--- src/rtl/cpu_ctrl_pkg.sv ---
// Shared constants for the run-control sequencer: FSM state
// encoding and default widths / halt service code.
package cpu_ctrl_pkg;

   typedef enum logic [1:0] {
      RUN    = 2'b00,
      PAUSED = 2'b01,
      STEP   = 2'b10,
      HALTED = 2'b11
   } run_state_t;

   localparam int unsigned DEF_CNT_W       = 32;
   localparam int unsigned DEF_LED_W       = 32;
   localparam int unsigned DEF_SYNC_STAGES = 2;
   localparam int unsigned DEF_HALT_CODE   = 10;

   // Syscall asks for a halt when $v0 holds the halt service code.
   function automatic logic is_halt_sc(
      input logic        sc,
      input logic [31:0] v0,
      input logic [31:0] code
   );
      return sc & (v0 == code);
   endfunction

endpackage

--- src/rtl/Counter.sv ---
// Free-running enable-gated up counter, wraps modulo 2^W.
// Ports: clk, rst (async active-low), counter_enable -> o_count.
module Counter #(
   parameter int unsigned W = 32
) (
   input  logic         clk,
   input  logic         rst,
   input  logic         counter_enable,
   output logic [W-1:0] o_count
);

   logic [W-1:0] r_count;

   always_ff @(posedge clk or negedge rst) begin
      if (!rst) begin
         r_count <= '0;
      end else if (counter_enable) begin
         r_count <= r_count + 1'b1;
      end
   end

   assign o_count = r_count;

endmodule

--- src/rtl/sync_edge.sv ---
// Multi-flop synchronizer for an asynchronous pin plus a one-cycle
// rising-edge pulse on the synchronized level.
// Ports: clk, rst (async active-low), i_async -> o_level, o_pulse.
module sync_edge #(
   parameter int unsigned STAGES = 2
) (
   input  logic clk,
   input  logic rst,
   input  logic i_async,
   output logic o_level,
   output logic o_pulse
);

   // Fewer than two flops cannot resolve metastability; clamp.
   localparam int unsigned N = (STAGES < 2) ? 2 : STAGES;

   logic [N-1:0] r_sync;
   logic         r_prev;

   always_ff @(posedge clk or negedge rst) begin
      if (!rst) begin
         r_sync <= '0;
         r_prev <= 1'b0;
      end else begin
         r_sync <= {r_sync[N-2:0], i_async};
         r_prev <= r_sync[N-1];
      end
   end

   assign o_level = r_sync[N-1];
   assign o_pulse = r_sync[N-1] & ~r_prev;

endmodule

--- src/rtl/cpu_run_ctrl.sv ---
// Run-control sequencer for the single-cycle MIPS core: pause/step
// gating of the PC write enable, syscall halt / LED display, and the
// cycle / taken-branch / jump performance counters.
// Ports: clk, rst (async active-low), pause, step, syscall,
//   syscall_v0, syscall_a0, branch_cond, branch_taken, jump ->
//   pc_enable (comb), halted, run_state, total_cycles,
//   condi_branch_num, uncondi_branch_num, led_data_in.
module cpu_run_ctrl
   import cpu_ctrl_pkg::*;
#(
   parameter int unsigned CNT_W       = DEF_CNT_W,
   parameter int unsigned LED_W       = DEF_LED_W,
   parameter int unsigned SYNC_STAGES = DEF_SYNC_STAGES,
   parameter int unsigned HALT_CODE   = DEF_HALT_CODE
) (
   input  logic             clk,
   input  logic             rst,
   input  logic             pause,
   input  logic             step,
   input  logic             syscall,
   input  logic [31:0]      syscall_v0,
   input  logic [31:0]      syscall_a0,
   input  logic             branch_cond,
   input  logic             branch_taken,
   input  logic             jump,
   output logic             pc_enable,
   output logic             halted,
   output logic [1:0]       run_state,
   output logic [CNT_W-1:0] total_cycles,
   output logic [CNT_W-1:0] condi_branch_num,
   output logic [CNT_W-1:0] uncondi_branch_num,
   output logic [LED_W-1:0] led_data_in
);

   localparam logic [31:0] HALT_V0 = 32'(HALT_CODE);

   run_state_t       r_state;
   run_state_t       w_next;
   logic             r_halted;
   logic [LED_W-1:0] r_led;

   logic w_pause_s;
   logic w_pause_pulse;
   logic w_step_s;
   logic w_step_pulse;

   logic w_exec;
   logic w_halt_sc;
   logic w_commit;
   logic w_cond_en;
   logic w_jump_en;
   logic w_led_en;

   sync_edge #(
      .STAGES (SYNC_STAGES)
   ) u_sync_pause (
      .clk     (clk),
      .rst     (rst),
      .i_async (pause),
      .o_level (w_pause_s),
      .o_pulse (w_pause_pulse)
   );

   sync_edge #(
      .STAGES (SYNC_STAGES)
   ) u_sync_step (
      .clk     (clk),
      .rst     (rst),
      .i_async (step),
      .o_level (w_step_s),
      .o_pulse (w_step_pulse)
   );

   // State register
   always_ff @(posedge clk or negedge rst) begin
      if (!rst) begin
         r_state  <= RUN;
         r_halted <= 1'b0;
      end else begin
         r_state  <= w_next;
         r_halted <= (w_next == HALTED);
      end
   end

   // Next-state logic
   always_comb begin
      w_next = r_state;
      unique case (r_state)
         RUN: begin
            if (w_exec & w_halt_sc) begin
               w_next = HALTED;
            end else if (w_pause_s) begin
               w_next = PAUSED;
            end else begin
               w_next = RUN;
            end
         end
         PAUSED: begin
            // Release wins over a coincident step press.
            if (!w_pause_s) begin
               w_next = RUN;
            end else if (w_step_pulse) begin
               w_next = STEP;
            end else begin
               w_next = PAUSED;
            end
         end
         STEP: begin
            // Always return through PAUSED; RUN follows if released.
            w_next = w_halt_sc ? HALTED : PAUSED;
         end
         HALTED: begin
            w_next = HALTED;
         end
         default: begin
            w_next = RUN;
         end
      endcase
   end

   // Output / enable logic
   always_comb begin
      w_halt_sc = is_halt_sc(syscall, syscall_v0, HALT_V0);
      w_exec    = ((r_state == RUN) & ~w_pause_s) | (r_state == STEP);
      // An executing halt syscall counts as a cycle but not a commit.
      w_commit  = w_exec & ~w_halt_sc;
      w_cond_en = w_commit & branch_cond & branch_taken;
      w_jump_en = w_commit & jump;
      w_led_en  = w_commit & syscall;
      pc_enable = w_commit & rst;
   end

   always_ff @(posedge clk or negedge rst) begin
      if (!rst) begin
         r_led <= '0;
      end else if (w_led_en) begin
         r_led <= syscall_a0[LED_W-1:0];
      end
   end

   Counter #(
      .W (CNT_W)
   ) u_cnt_total (
      .clk            (clk),
      .rst            (rst),
      .counter_enable (w_exec),
      .o_count        (total_cycles)
   );

   Counter #(
      .W (CNT_W)
   ) u_cnt_cond (
      .clk            (clk),
      .rst            (rst),
      .counter_enable (w_cond_en),
      .o_count        (condi_branch_num)
   );

   Counter #(
      .W (CNT_W)
   ) u_cnt_jump (
      .clk            (clk),
      .rst            (rst),
      .counter_enable (w_jump_en),
      .o_count        (uncondi_branch_num)
   );

   assign halted      = r_halted;
   assign run_state   = r_state;
   assign led_data_in = r_led;

   // Pause edge pulse is not needed by the sequencer.
   logic w_unused;
   assign w_unused = w_pause_pulse;

endmodule

--- config.mk ---
export PLATFORM = sky130hd
export DESIGN_NAME = cpu_run_ctrl
export DESIGN_NICKNAME = d
export VERILOG_FILES = /design/src/rtl/cpu_ctrl_pkg.sv /design/src/rtl/Counter.sv /design/src/rtl/sync_edge.sv /design/src/rtl/cpu_run_ctrl.sv
export SDC_FILE = /design/constraint.sdc
export NUM_CORES = 1
export LEC_CHECK = 0
export ABC_CLOCK_PERIOD_IN_PS = 4300
export CORE_UTILIZATION = 30
export CTS_CLUSTER_DIAMETER = 120
export DETAILED_ROUTE_END_ITERATION = 10
export SLEW_MARGIN = 20
export SYNTH_ARGS = -nofsm -noshare
export SYNTH_HDL_FRONTEND = slang
export SYNTH_SLANG_ARGS = --single-unit
export TNS_END_PERCENT = 10
--- constraint.sdc ---
create_clock -name clk -period 4.3 [get_ports clk]
set_clock_uncertainty 0.05 [all_clocks]
set_input_delay 0.86 -clock clk [delete_from_list [all_inputs] [get_ports clk]]
set_output_delay 0.86 -clock clk [all_outputs]
set_load 0.01 [all_outputs]
==> results of run 1 <==
==> state kept, by name, summed over array words and instances (netlist names) <==
signal               flops
u_sync_step.r_prev       1
led_data_in             32
u_sync_pause.r_sync      2
run_state                2
u_cnt_jump.o_count      32
u_sync_step.r_sync       2
halted                   1
u_cnt_cond.o_count      32
u_cnt_total.o_count     32
==> layer usage <==
| layer | GRT usage | routed length (um) | vias up | part of all wire |
|---|---|---|---|---|
| li1 | - | - | 2276 | - |
| met1 | 0.211 | 7550 | 2378 | 0.45 |
| met2 | 0.263 | 7960 | 182 | 0.47 |
| met3 | 0.0470 | 1070 | 19 | 0.064 |
| met4 | 0.0505 | 296 | 0 | 0.018 |
| met5 | 0 | 0 | - | 0 |
==> where the power goes <==
part	leakage (nW)	internal, mW	switching, mW
clock network	0.278	0.899	0.556
logic	2.01	0.0604	0.0406
registers	1.86	1.28	0.000872
==> worst max-delay path, cell delays in order <==
cell and delay, ps:
clkdlybuf4s50_1 430, nor4_1 360, nand4_1 250, or4_4 600, and3_1 180, clkdlybuf4s50_1 470
==> area by class of cell <==
| class | instances | area [um^2] |
|---|---|---|
| clock inverters | 11 | 121 |
| inverters | 7 | 26.3 |
| repair buffers | 209 | 2100 |
| well taps | 270 | 338 |
| clock buffers | 21 | 470 |
| fillers | 1823 | 11100 |
| multi-input cells | 359 | 2660 |
| flip-flops and latches | 136 | 3400 |
==> worst min-delay path by stage <==
stage | start | end | slack (ps)
after floorplan | u_sync_pause.r_sync[0]$_DFF_PN0_ | u_sync_pause.r_sync[1]$_DFF_PN0_ | 280
final | u_sync_pause.r_sync[0]$_DFF_PN0_ | u_sync_pause.r_sync[1]$_DFF_PN0_ | 290
after global routing | u_sync_pause.r_sync[0]$_DFF_PN0_ | u_sync_pause.r_sync[1]$_DFF_PN0_ | 310
after global placement | u_sync_step.r_sync[0]$_DFF_PN0_ | u_sync_step.r_sync[1]$_DFF_PN0_ | 290
after detailed placement | u_sync_pause.r_sync[0]$_DFF_PN0_ | u_sync_pause.r_sync[1]$_DFF_PN0_ | 290
after CTS | u_sync_pause.r_sync[0]$_DFF_PN0_ | u_sync_pause.r_sync[1]$_DFF_PN0_ | 290
==> cells by family after synthesis <==
group / after synthesis
muxes: 35
adders and majority gates: 3
buffers and inverters: 23
and+or+nand+nor: 223
DFF: 136
AOI/OAI and AO/OA: 5
xor gates and xnor gates: 93
==> placed cells by master, fill, tap and decap left out, types with 27 or more instances in the layout <==
cell	netlist	final
clkdlybuf4s50_1	0	202
dfrtp_1	136	136
mux2_4	30	30
nand2_1	43	43
nand3_1	34	34
nand4_1	27	27
nor3_1	33	33
nor4_1	28	28
xnor2_1	34	34
xor2_1	59	59
==> metrics by stage <==
step / util / instances / power [mW] / area (um^2) / hold slack (ps)
after global placement: 0.422 / 981 / 1.41 / 8530 / 290
after detailed placement: 0.422 / 981 / 1.41 / 8530 / 286
after floorplan: - / 518 / 1.31 / 6210 / 281
after CTS: 0.451 / 1013 / 2.88 / 9120 / 294
final: 0.451 / 1013 / 2.84 / 9120 / 293
after global routing: 0.451 / 1013 / 2.95 / 9120 / 307
==> metrics, run 1 <==
CTS Hold Bufs=0; area fraction in and, or, nand and nor cells after synthesis=0.205; clk root buf=clkbuf_16; hold violation count in the final report=0; Worst-Skew Late Latency=between 400 and 500 ps; standard-cell rows=52; Commonest cells post-synth=dfrtp_1, xor2_1, nand2_1; Post-CTS Resized=0; pre-CTS WS=about 180 ps; post-synth cell types=37; Setup TNS=0 ps; main area contributors after synthesis=dfrtp_1, xor2_1, mux2_4; Critical Path Start Type=primary input; CTS tree=built; XOR/XNOR Fraction of Synth Area=0.131; leakage=slightly above 4 nW; I/O Buffers=between 200 and 250; top-count cell post-synth=dfrtp_1; ys async rst share=1.00; Starting Density=0.307; critical path arrival=about 3200 ps; final worst-path cycle share=0.945; CTS Buf Count=17; Initial DRC Count=~210; CP startpoint=syscall_v0[7]; unrepaired setup endpoints after global routing=false; synth warn=0; complex-gate fraction of the synthesized area=0.00504; Main synth FF type=dfrtp_1; P&R area growth vs syn=47.0%; ANT cells=0; DP HPWL=about 12000 um; die area=21300 um^2; Max-cap violations=0; Final Slew Violations=0; worst hold path class=flop to flop; Min Clock Period, post-route=4060 ps; IO Count=approximately 200; # nets final=between 800 and 900; global route overflow=0; Crit. End Element=output port; maximum fanout along the worst path=2; vias in the first global route=4949; drt first pass iters=4; via count=just under 5000; Synth area leader=dfrtp_1; Worst Max-Slew Pin Slew=approximately 900 ps; Syn Nets=593; Required @ worst endpoint=roughly 3400 ps; DRT antenna net count=0; FF+latch count, synth=roughly 140; DRC viols=0; Setup Fix Bufs, Post-CTS=0; Sink Count=136; Worst Slack Setup Final=238 ps; post-synthesis mux area share=0.0816; Max Freq=246 MHz; layout cells sized above 1=0.110; CP Class=primary input to output port; peak supply drop=228 uV; Avg Cell Area, Syn=12.0 um^2; Die H=146 um; Worst R2R End=u_cnt_jump.o_count[1]$_DFFE_PN0P_; CTS clk-pin slew, worst paths=~60 ps; outcome=finished clean; Worst R2R Setup Slack=about 1800 ps; placer congestion estimate=around 0.9; CP endpoint=pc_enable; R2R Path Start=run_state[1]$_DFF_PN0_; Slew headroom=0.383; final setup fails=0; via/cell ratio=about 4.8; largest family of logic cells by synthesized area=simple AND/OR/NAND/NOR gates; post-synth top area share=0.548; Mapped Cells=a little over 500; number of H-tree levels=4; Post-Synth Adder-Cell Area=0.00605; GRT Total Usage=0.163; initial antenna violation count=0; Reg2Reg Depth=6; Worst Hold Depth=0; Post-synth EDFFs=0; Pwr per Cell Area=311 nW/um^2; Post-Synthesis Cell Area=6210 um^2; first-pass GRT wire length=about 27000 um; Die W=between 100 and 150 um; final WL=approximately 17000 um; largest net degree at the start of global routing=72; CTS max path bufs=2; Seq/Total Area, Yosys=0.548; WL/cell=16.7 um; core area=20200 um^2
Power figures use the tool's default switching activity.
==> inputs of run 2 (changes only) <==
CAP_MARGIN = 20   (was unset)
==> results of run 2 <==
No change in the layout: final DEF, timing and power equal those of run 1.
==> inputs of run 3 (changes only) <==
CORE_MARGIN = 1   (was unset)
REMOVE_ABC_BUFFERS = 1   (was unset)
==> run 3 against run 2 <==
- clock power up 9%
- final cell count unchanged
- core utilization increased by 0.17 points
- final area rose by 0.38%
- non-clock buffer count unchanged
- combinational power is essentially flat
- worst setup slack better by 60 ps
- sequential share of layout area down 0.14 points
- global-route usage is 0.33 points lower
==> metrics, run 3 (synthesis results as in run 1) <==
Starting Density=0.307; Min Clock Period, post-route=around 4000 ps; worst hold path class=flop to flop; Setup TNS=0 ps; Reg2Reg Depth=6; first-pass GRT wire length=26900 um; CP endpoint=pc_enable; Post-CTS Resized=0; Crit. End Element=output port; GRT Total Usage=0.160; Pwr per Cell Area=roughly 320 nW/um^2; via count=4825; CTS tree=built; P&R area growth vs syn=47.5%; peak supply drop=between 200 and 250 uV; initial antenna violation count=0; drt first pass iters=4; Initial DRC Count=224; via/cell ratio=4.76; DRC viols=0; flip-flop and latch area=between 3000 and 4000 um^2; Fill cells=around 1800; Sink Count=about 140; crit path max-delay cell type=or4_4; Critical Path Start Type=primary input; DRT antenna net count=0; final worst-path cycle share=0.931; commonest non-fill, non-tap cell in the layout=clkdlybuf4s50_1; layout cells sized above 1=0.110; Slew headroom=0.373; DP HPWL=between 10000 and 15000 um; # nets final=805; global route overflow=0; critical path cell sequence=clkdlybuf4s50_1 > nor4_1 > nand4_1 > or4_4 > and3_1 > clkdlybuf4s50_1; Max-cap violations=0; final WL=between 15000 and 20000 um; core area=between 20000 and 25000 um^2; ANT cells=0; Worst Max-Slew Pin Slew=about 940 ps; CTS Hold Bufs=0; vias in the first global route=4946; Setup Fix Bufs, Post-CTS=0; Die H=between 100 and 150 um; standard-cell rows=between 50 and 60; most frequent CP cell=clkdlybuf4s50_1; leakage=about 4.2 nW; Worst-Skew Late Latency=420 ps; R2R Path Start=run_state[1]$_DFF_PN0_; CP startpoint=syscall_v0[7]; CTS Buf Count=17; clk root buf=clkbuf_16; Max Freq=250 MHz; unrepaired setup endpoints after global routing=false; Required @ worst endpoint=approximately 3400 ps; Power Total=2.96 mW; Worst R2R End=u_cnt_jump.o_count[1]$_DFFE_PN0P_; CTS max path bufs=2; crit-path max cell delay=roughly 600 ps; Final Slew Violations=0; placer congestion estimate=about 0.87; IO Count=about 200; hold violation count in the final report=0; Multi-input gate area=approximately 2700 um^2; critical path arrival=3090 ps; largest net degree at the start of global routing=73; die area=21300 um^2; number of H-tree levels=4; Worst R2R Setup Slack=roughly 1900 ps; final setup fails=0; outcome=finished clean; CTS clk-pin slew, worst paths=roughly 60 ps; I/O Buffers=203; WL/cell=roughly 16 um; Die W=approximately 150 um; maximum fanout along the worst path=2; CP Class=primary input to output port; commonest non-fill, non-tap cells in the layout=clkdlybuf4s50_1, dfrtp_1, xor2_1
run 3: routing by layer:
layer	track usage	share of wire	wire length (um)
met1	0.209	0.45	7440
met4	0.0647	0.022	356
met2	0.249	0.47	7700
met3	0.0439	0.054	877
met5	0	0	0
run 3: power breakdown:
part	total (mW)	internal, mW	switching (mW)
sequential	1.28	1.28	0.000951
combinational	0.0998	0.0603	0.0395
clock	1.58	1.02	0.562
total	2.96	2.36	0.603
run 3: worst min path at each step:
stage	startpoint	end	cells after the start	slack [ps]
2_1_floorplan	u_sync_pause.r_sync[0]$_DFF_PN0_	u_sync_pause.r_sync[1]$_DFF_PN0_	0	280
3_3_place_gp	u_sync_pause.r_sync[0]$_DFF_PN0_	u_sync_pause.r_sync[1]$_DFF_PN0_	0	290
3_5_place_dp	u_sync_step.r_sync[0]$_DFF_PN0_	u_sync_step.r_sync[1]$_DFF_PN0_	0	300
4_1_cts	u_sync_pause.r_sync[0]$_DFF_PN0_	u_sync_pause.r_sync[1]$_DFF_PN0_	0	310
5_1_grt	u_sync_pause.r_sync[0]$_DFF_PN0_	u_sync_pause.r_sync[1]$_DFF_PN0_	0	320
6_report	u_sync_step.r_sync[0]$_DFF_PN0_	u_sync_step.r_sync[1]$_DFF_PN0_	0	310
run 3: critical path, delay by kind of cell:
kind                   cells  cell delay [ps]
AND/OR/NAND/NOR            4             1330
buffers and inverters      2              900
run 3: area by class of cell:
cell class | count | share of cell area
Clock buffer | 21 | 0.0514
Clock inverter | 11 | 0.0184
Inverter | 7 | 0.00287
Multi-Input combinational cell | 359 | 0.291
Sequential cell | 136 | 0.372
Tap cell | 270 | 0.0369
Timing Repair Buffer | 209 | 0.228
run 3: through the flow:
| step | setup slack (ps) | hold slack, ps | util | cell area, um^2 | std cells |
|---|---|---|---|---|---|
| 6_report | 298 | 306 | 0.453 | 9160 | 1013 |
| 5_1_grt | 232 | 320 | 0.453 | 9160 | 1013 |
| 4_1_cts | 285 | 309 | 0.453 | 9160 | 1013 |
| 3_5_place_dp | 297 | 296 | 0.421 | 8520 | 981 |
| 3_3_place_gp | 328 | 295 | 0.421 | 8520 | 981 |
| 2_1_floorplan | 817 | 281 | - | 6090 | 502 |
